`src/rtl/spi_pkg.sv`:
```
// Shared SPI definitions: byte width and byte type used by spi_top and the
// receive-side buffer.
package spi_pkg;
  localparam int SPI_DW = 8;
  typedef logic [SPI_DW-1:0] spi_byte_t;
endpackage

```
`src/rtl/spi_sync_fifo.sv`:
```
// Generic synchronous FIFO: register array, wrapping pointers, occupancy count.
// A write while full is still taken when a read frees a slot in the same cycle.
module spi_sync_fifo #(
  parameter int DEPTH = 8,
  parameter int DW    = 8
) (
  input  logic                         clk,
  input  logic                         rst,
  input  logic                         clr,
  input  logic                         wr_en,
  input  logic [DW-1:0]                wr_data,
  input  logic                         rd_en,
  output logic [DW-1:0]                rd_data,
  output logic [$clog2(DEPTH+1)-1:0]   count
);
  localparam int AW = $clog2(DEPTH);
  localparam int CW = $clog2(DEPTH+1);
  localparam logic [CW-1:0] FULL_CNT = CW'(DEPTH);

  logic [DW-1:0] r_mem [DEPTH];
  logic [AW-1:0] r_wptr;
  logic [AW-1:0] r_rptr;
  logic [CW-1:0] r_count;

  logic w_full;
  logic w_empty;
  logic w_rd;
  logic w_wr;

  assign w_full  = (r_count == FULL_CNT);
  assign w_empty = (r_count == '0);
  // clr wins over both sides; reads on an empty FIFO are ignored
  assign w_rd    = rd_en & ~w_empty & ~clr;
  assign w_wr    = wr_en & ~clr & (~w_full | w_rd);

  always_ff @(posedge clk) begin
    if (w_wr) r_mem[r_wptr] <= wr_data;
  end

  always_ff @(posedge clk or negedge rst) begin
    if (!rst) begin
      r_wptr  <= '0;
      r_rptr  <= '0;
      r_count <= '0;
    end else if (clr) begin
      r_wptr  <= '0;
      r_rptr  <= '0;
      r_count <= '0;
    end else begin
      if (w_wr) r_wptr <= r_wptr + 1'b1;
      if (w_rd) r_rptr <= r_rptr + 1'b1;
      case ({w_wr, w_rd})
        2'b10:   r_count <= r_count + 1'b1;
        2'b01:   r_count <= r_count - 1'b1;
        default: r_count <= r_count;
      endcase
    end
  end

  assign rd_data = r_mem[r_rptr];
  assign count   = r_count;
endmodule

```
`src/rtl/spi_rx_fifo.sv`:
```
// Receive byte buffer behind spi_top: one push per rising edge of spi_done,
// show-ahead valid/ready output, fill level and sticky overflow.
module spi_rx_fifo
  import spi_pkg::*;
#(
  parameter int DEPTH = 8,
  parameter int DW    = SPI_DW
) (
  input  logic                       clk,
  input  logic                       rst,
  input  logic [DW-1:0]              spi_dout,
  input  logic                       spi_done,
  input  logic                       clr,
  output logic [DW-1:0]              m_data,
  output logic                       m_valid,
  input  logic                       m_ready,
  output logic [$clog2(DEPTH+1)-1:0] level,
  output logic                       full,
  output logic                       overflow
);
  localparam int CW = $clog2(DEPTH+1);
  localparam logic [CW-1:0] FULL_CNT = CW'(DEPTH);

  // Stream handshake: m_data/m_valid are show-ahead; a byte transfers on any
  // rising clk edge where m_valid && m_ready. m_ready is ignored while empty.

  logic          r_done_q;
  logic          r_overflow;
  logic          w_push;
  logic          w_pop;
  logic          w_valid;
  logic          w_full;
  logic [CW-1:0] w_count;

  // done_q is deliberately left alone by clr so a held done cannot re-push
  always_ff @(posedge clk or negedge rst) begin
    if (!rst) r_done_q <= 1'b0;
    else      r_done_q <= spi_done;
  end

  assign w_push  = spi_done & ~r_done_q;
  assign w_valid = (w_count != '0);
  assign w_full  = (w_count == FULL_CNT);
  assign w_pop   = w_valid & m_ready;

  spi_sync_fifo #(
    .DEPTH (DEPTH),
    .DW    (DW)
  ) u_fifo (
    .clk     (clk),
    .rst     (rst),
    .clr     (clr),
    .wr_en   (w_push),
    .wr_data (spi_dout),
    .rd_en   (w_pop),
    .rd_data (m_data),
    .count   (w_count)
  );

  always_ff @(posedge clk or negedge rst) begin
    if (!rst)                               r_overflow <= 1'b0;
    else if (clr)                           r_overflow <= 1'b0;
    else if (w_push && w_full && !w_pop)    r_overflow <= 1'b1;
  end

  assign m_valid  = w_valid;
  assign level    = w_count;
  assign full     = w_full;
  assign overflow = r_overflow;
endmodule

```
`config.mk`:
```
export PLATFORM = sky130hd
export DESIGN_NAME = spi_rx_fifo
export DESIGN_NICKNAME = d
export VERILOG_FILES = /design/src/rtl/spi_pkg.sv /design/src/rtl/spi_sync_fifo.sv /design/src/rtl/spi_rx_fifo.sv
export SDC_FILE = /design/constraint.sdc
export NUM_CORES = 1
export LEC_CHECK = 0
export CAP_MARGIN = 30
export CORE_MARGIN = 10
export CORE_UTILIZATION = 55
export CTS_BUF_LIST = sky130_fd_sc_hd__clkbuf_16
export DETAILED_ROUTE_END_ITERATION = 12
export GPL_TIMING_DRIVEN = 0
export PLACE_DENSITY = 0.75
export RECOVER_POWER = 50
export SETUP_SLACK_MARGIN = 0.02
export SYNTH_ARGS = -nofsm -noshare
export SYNTH_HDL_FRONTEND = slang
export SYNTH_SLANG_ARGS = --single-unit
```
`constraint.sdc`:
```
create_clock -name clk -period 3.3 [get_ports clk]
set_clock_uncertainty 0.05 [all_clocks]
set_input_delay 0.66 -clock clk [delete_from_list [all_inputs] [get_ports clk]]
set_output_delay 0.66 -clock clk [all_outputs]
set_load 0.02 [all_outputs]
```
==> results.yml <==
run_status:
  outcome: "finished, final reports clean"
global_route:
  grt_pass1_wl_um: 10500
  grt-ovfl-total: 0
  grt_pass1_vias: 1909
  grt_max_degree: 14
  track_usage: 0.143
  antenna_found_initial: 0
logic_synthesis:
  synthFlopType: "edfxtp_1"
  yosys-top-cells-area: "edfxtp_1, mux4_2, dfrtp_1, mux2_2, nor2_1"
  synth_top_area_cell: "edfxtp_1"
  yosysSeqAreaShare: 0.688
  yosys_warnings: 0
  synth-edff-count: 64
  synth_top_area_share: 0.595
  ys_ff_latch: 76
  synth_area_um2: 3230
  syn_nets: 201
  ys_async_sr_fraction: 0.158
  syn_avg_cell_area_um2: 17.6
  netlist-cell-type-count: 43
  synth_cells: 183
final_layout:
  antenna_cells: 0
  drive_above_1_share: 0.254
  syn2layout_area_growth_pct: 21.7
  final_nets: 245
sta:
  slew_headroom: 0.377
  layout_min_cycle_time_ns: 3.21
  holdWs_ns: 0.456
  worst_slew_pin_slew_ns: 0.931
  finalMaxSlewViolations: 0
  period_share: 0.974
  hold_violations: 0
  setup_violations: 0
  fmax_mhz: 311
  rsz0062_at_grt: "false"
floorplanning:
  die_h_um: 96.6
  ios: 28
  dieArea_um2: 9330
  start_util: 0.576
  die_x_um: 96.6
  rows: 27
  coreArea_um2: 5610
clock_network:
  insertion_delay_ns: 0.33
  cts_buffer_depth: 2
  cts_tree: "yes"
  cts_sinks: 76
  cts-htree-levels: 3
  cts_hold_buf: 0
  cts-buffers-inserted: 9
  root_buffer: "clkbuf_16"
  clk_pin_slew_ns: 0.06
power:
  power_density_nw_per_um2: 687
  peakVddDrop_v: 0.000366
  power_uw: 2700
  p_leak_uw: 0.00135
hold_path:
  hold_depth: 2
  hold_class: "reg -> reg"
  hold_start: "overflow$_DFFE_PN0P_"
worst_setup_path:
  critPathMaxFanout: 10
  criticalPathCategory: "reg -> out"
  crit_arrival_ns: 2.50
  required_ns: 2.59
  crit_path_end_kind: "output pin"
  startpoint_type: "flip-flop"
  ff2ff_path_depth: 7
  rr_startpoint: "u_fifo.count[0]$_DFFE_PN0P_"
  startpoint: "u_fifo.r_rptr[1]$_DFFE_PN0P_"
route:
  dr_total_vias: 1841
  ant_nets: 0
  drt_iter0_drc: 140
  vias_per_cell: 6.06
  wire_per_inst_um: 21.5
  routed_wirelength_um: 6540
  drt-pass1-iter-count: 5
  drc: 0
place:
  routabilityCongestion: 0.880
  dp.final_hpwl_um: 4360
  place.port_buffers: 26
job:
  cap_violations: 0
[stage by stage]
step | area (um^2) | worst slack (ns) | util | setup TNS [ns] | cells
finish | 3930 | 0.0863 | 0.701 | 0 | 304
global route | 3930 | 0.0390 | 0.701 | 0 | 304
CTS | 3930 | 0.0723 | 0.700 | 0 | 302
detailed placement | 3630 | -0.187 | 0.647 | -0.187 | 286
global placement | 3580 | -0.707 | 0.638 | -8.90 | 281
floorplan | 3230 | 0.645 | - | 0 | 183
[logic make-up (layout without fill, tap and decap cells)]
group / count (synthesis) / count (layout) / synth area share
XOR/XNOR: 5 / 5 / 0.0136
flip-flops: 76 / 76 / 0.688
AND/OR/NAND/NOR: 43 / 43 / 0.0713
adder cells (fa/ha/maj): 5 / 5 / 0.0217
AO/OA/AOI/OAI: 18 / 18 / 0.0461
buffers and inverters: 11 / 60 / 0.0163
multiplexers: 25 / 25 / 0.143
[cell usage in the layout (no fill, tap or decap), drive strengths merged, types with 5 or more instances in the layout]
master          n
mux4           16
clkbuf         13
edfxtp         64
clkdlybuf4s50  15
nand2           5
nor2           14
dlygate4sd3    10
nor3            7
clkinv          5
mux2            8
dfrtp          12
buf            13
[cell type report]
cell class	instances	area (um^2)
buffer	10	57.6
inverter	1	3.75
timing repair buffer	33	315
fill	368	1680
clock buffer	9	225
multi-input combinational	96	948
clock inverter	7	67.6
sequential	76	2220
tap	72	90.1
[power breakdown]
group / total [uW] / switching, uW / internal (uW) / leakage, uW
sequential: 1110 / 42.1 / 1070 / 0.000738
combinational: 643 / 313 / 330 / 0.000474
clock: 943 / 363 / 580 / 0.000140
total: 2700 / 717 / 1980 / 0.00135
[Yosys cell counts, drive strengths merged (2+ instances only)]
master	instances
or4	2
clkbuf	4
a21oi	4
o211ai	3
mux2	8
mux4	16
edfxtp	64
nand2b	2
nor2	14
ha	4
o21ai	2
xor2	4
nor3	7
nand2	5
buf	6
a211oi	2
nand3	4
nand3b	2
dfrtp	12
[critical path: stages, from the launching register on]
cell and delay (ns):
dfrtp_1 0.37, clkbuf_2 0.26, buf_2 0.35, mux4_2 0.37, mux2_2 0.29, clkdlybuf4s50_1 0.54
[layer usage]
metal  vias up  global-route usage  wire [um]
met5         -                   0          0
li1        826                   -          -
met4         0              0.0620        104
met2        51               0.226       3380
met3        10              0.0326        320
met1       954               0.183       2740
[sequential cells by signal (all words and copies together), names as in the netlist]
signal and cells:
u_fifo.r_mem 64, u_fifo.r_rptr 3, u_fifo.count 4, r_done_q 1, overflow 1, u_fifo.r_wptr 3
[worst paths after layout]
kind	endpoint	slack (ns)
max in group asynchronous	u_fifo.r_rptr[0]$_DFFE_PN0P_	2.08
hold reg to reg	overflow$_DFFE_PN0P_	0.46
setup reg to reg	u_fifo.count[3]$_DFFE_PN0P_	0.42
min in group asynchronous	u_fifo.count[3]$_DFFE_PN0P_	0.73
setup / recovery	m_data[1]	0.09
hold / removal	overflow$_DFFE_PN0P_	0.46
[timing repair]
item                       CTS  global route
resized for setup            2             3
setup endpoints to repair    8             3
setup buffers                0             0
Note: power is estimated with default switching activity, not from simulation.
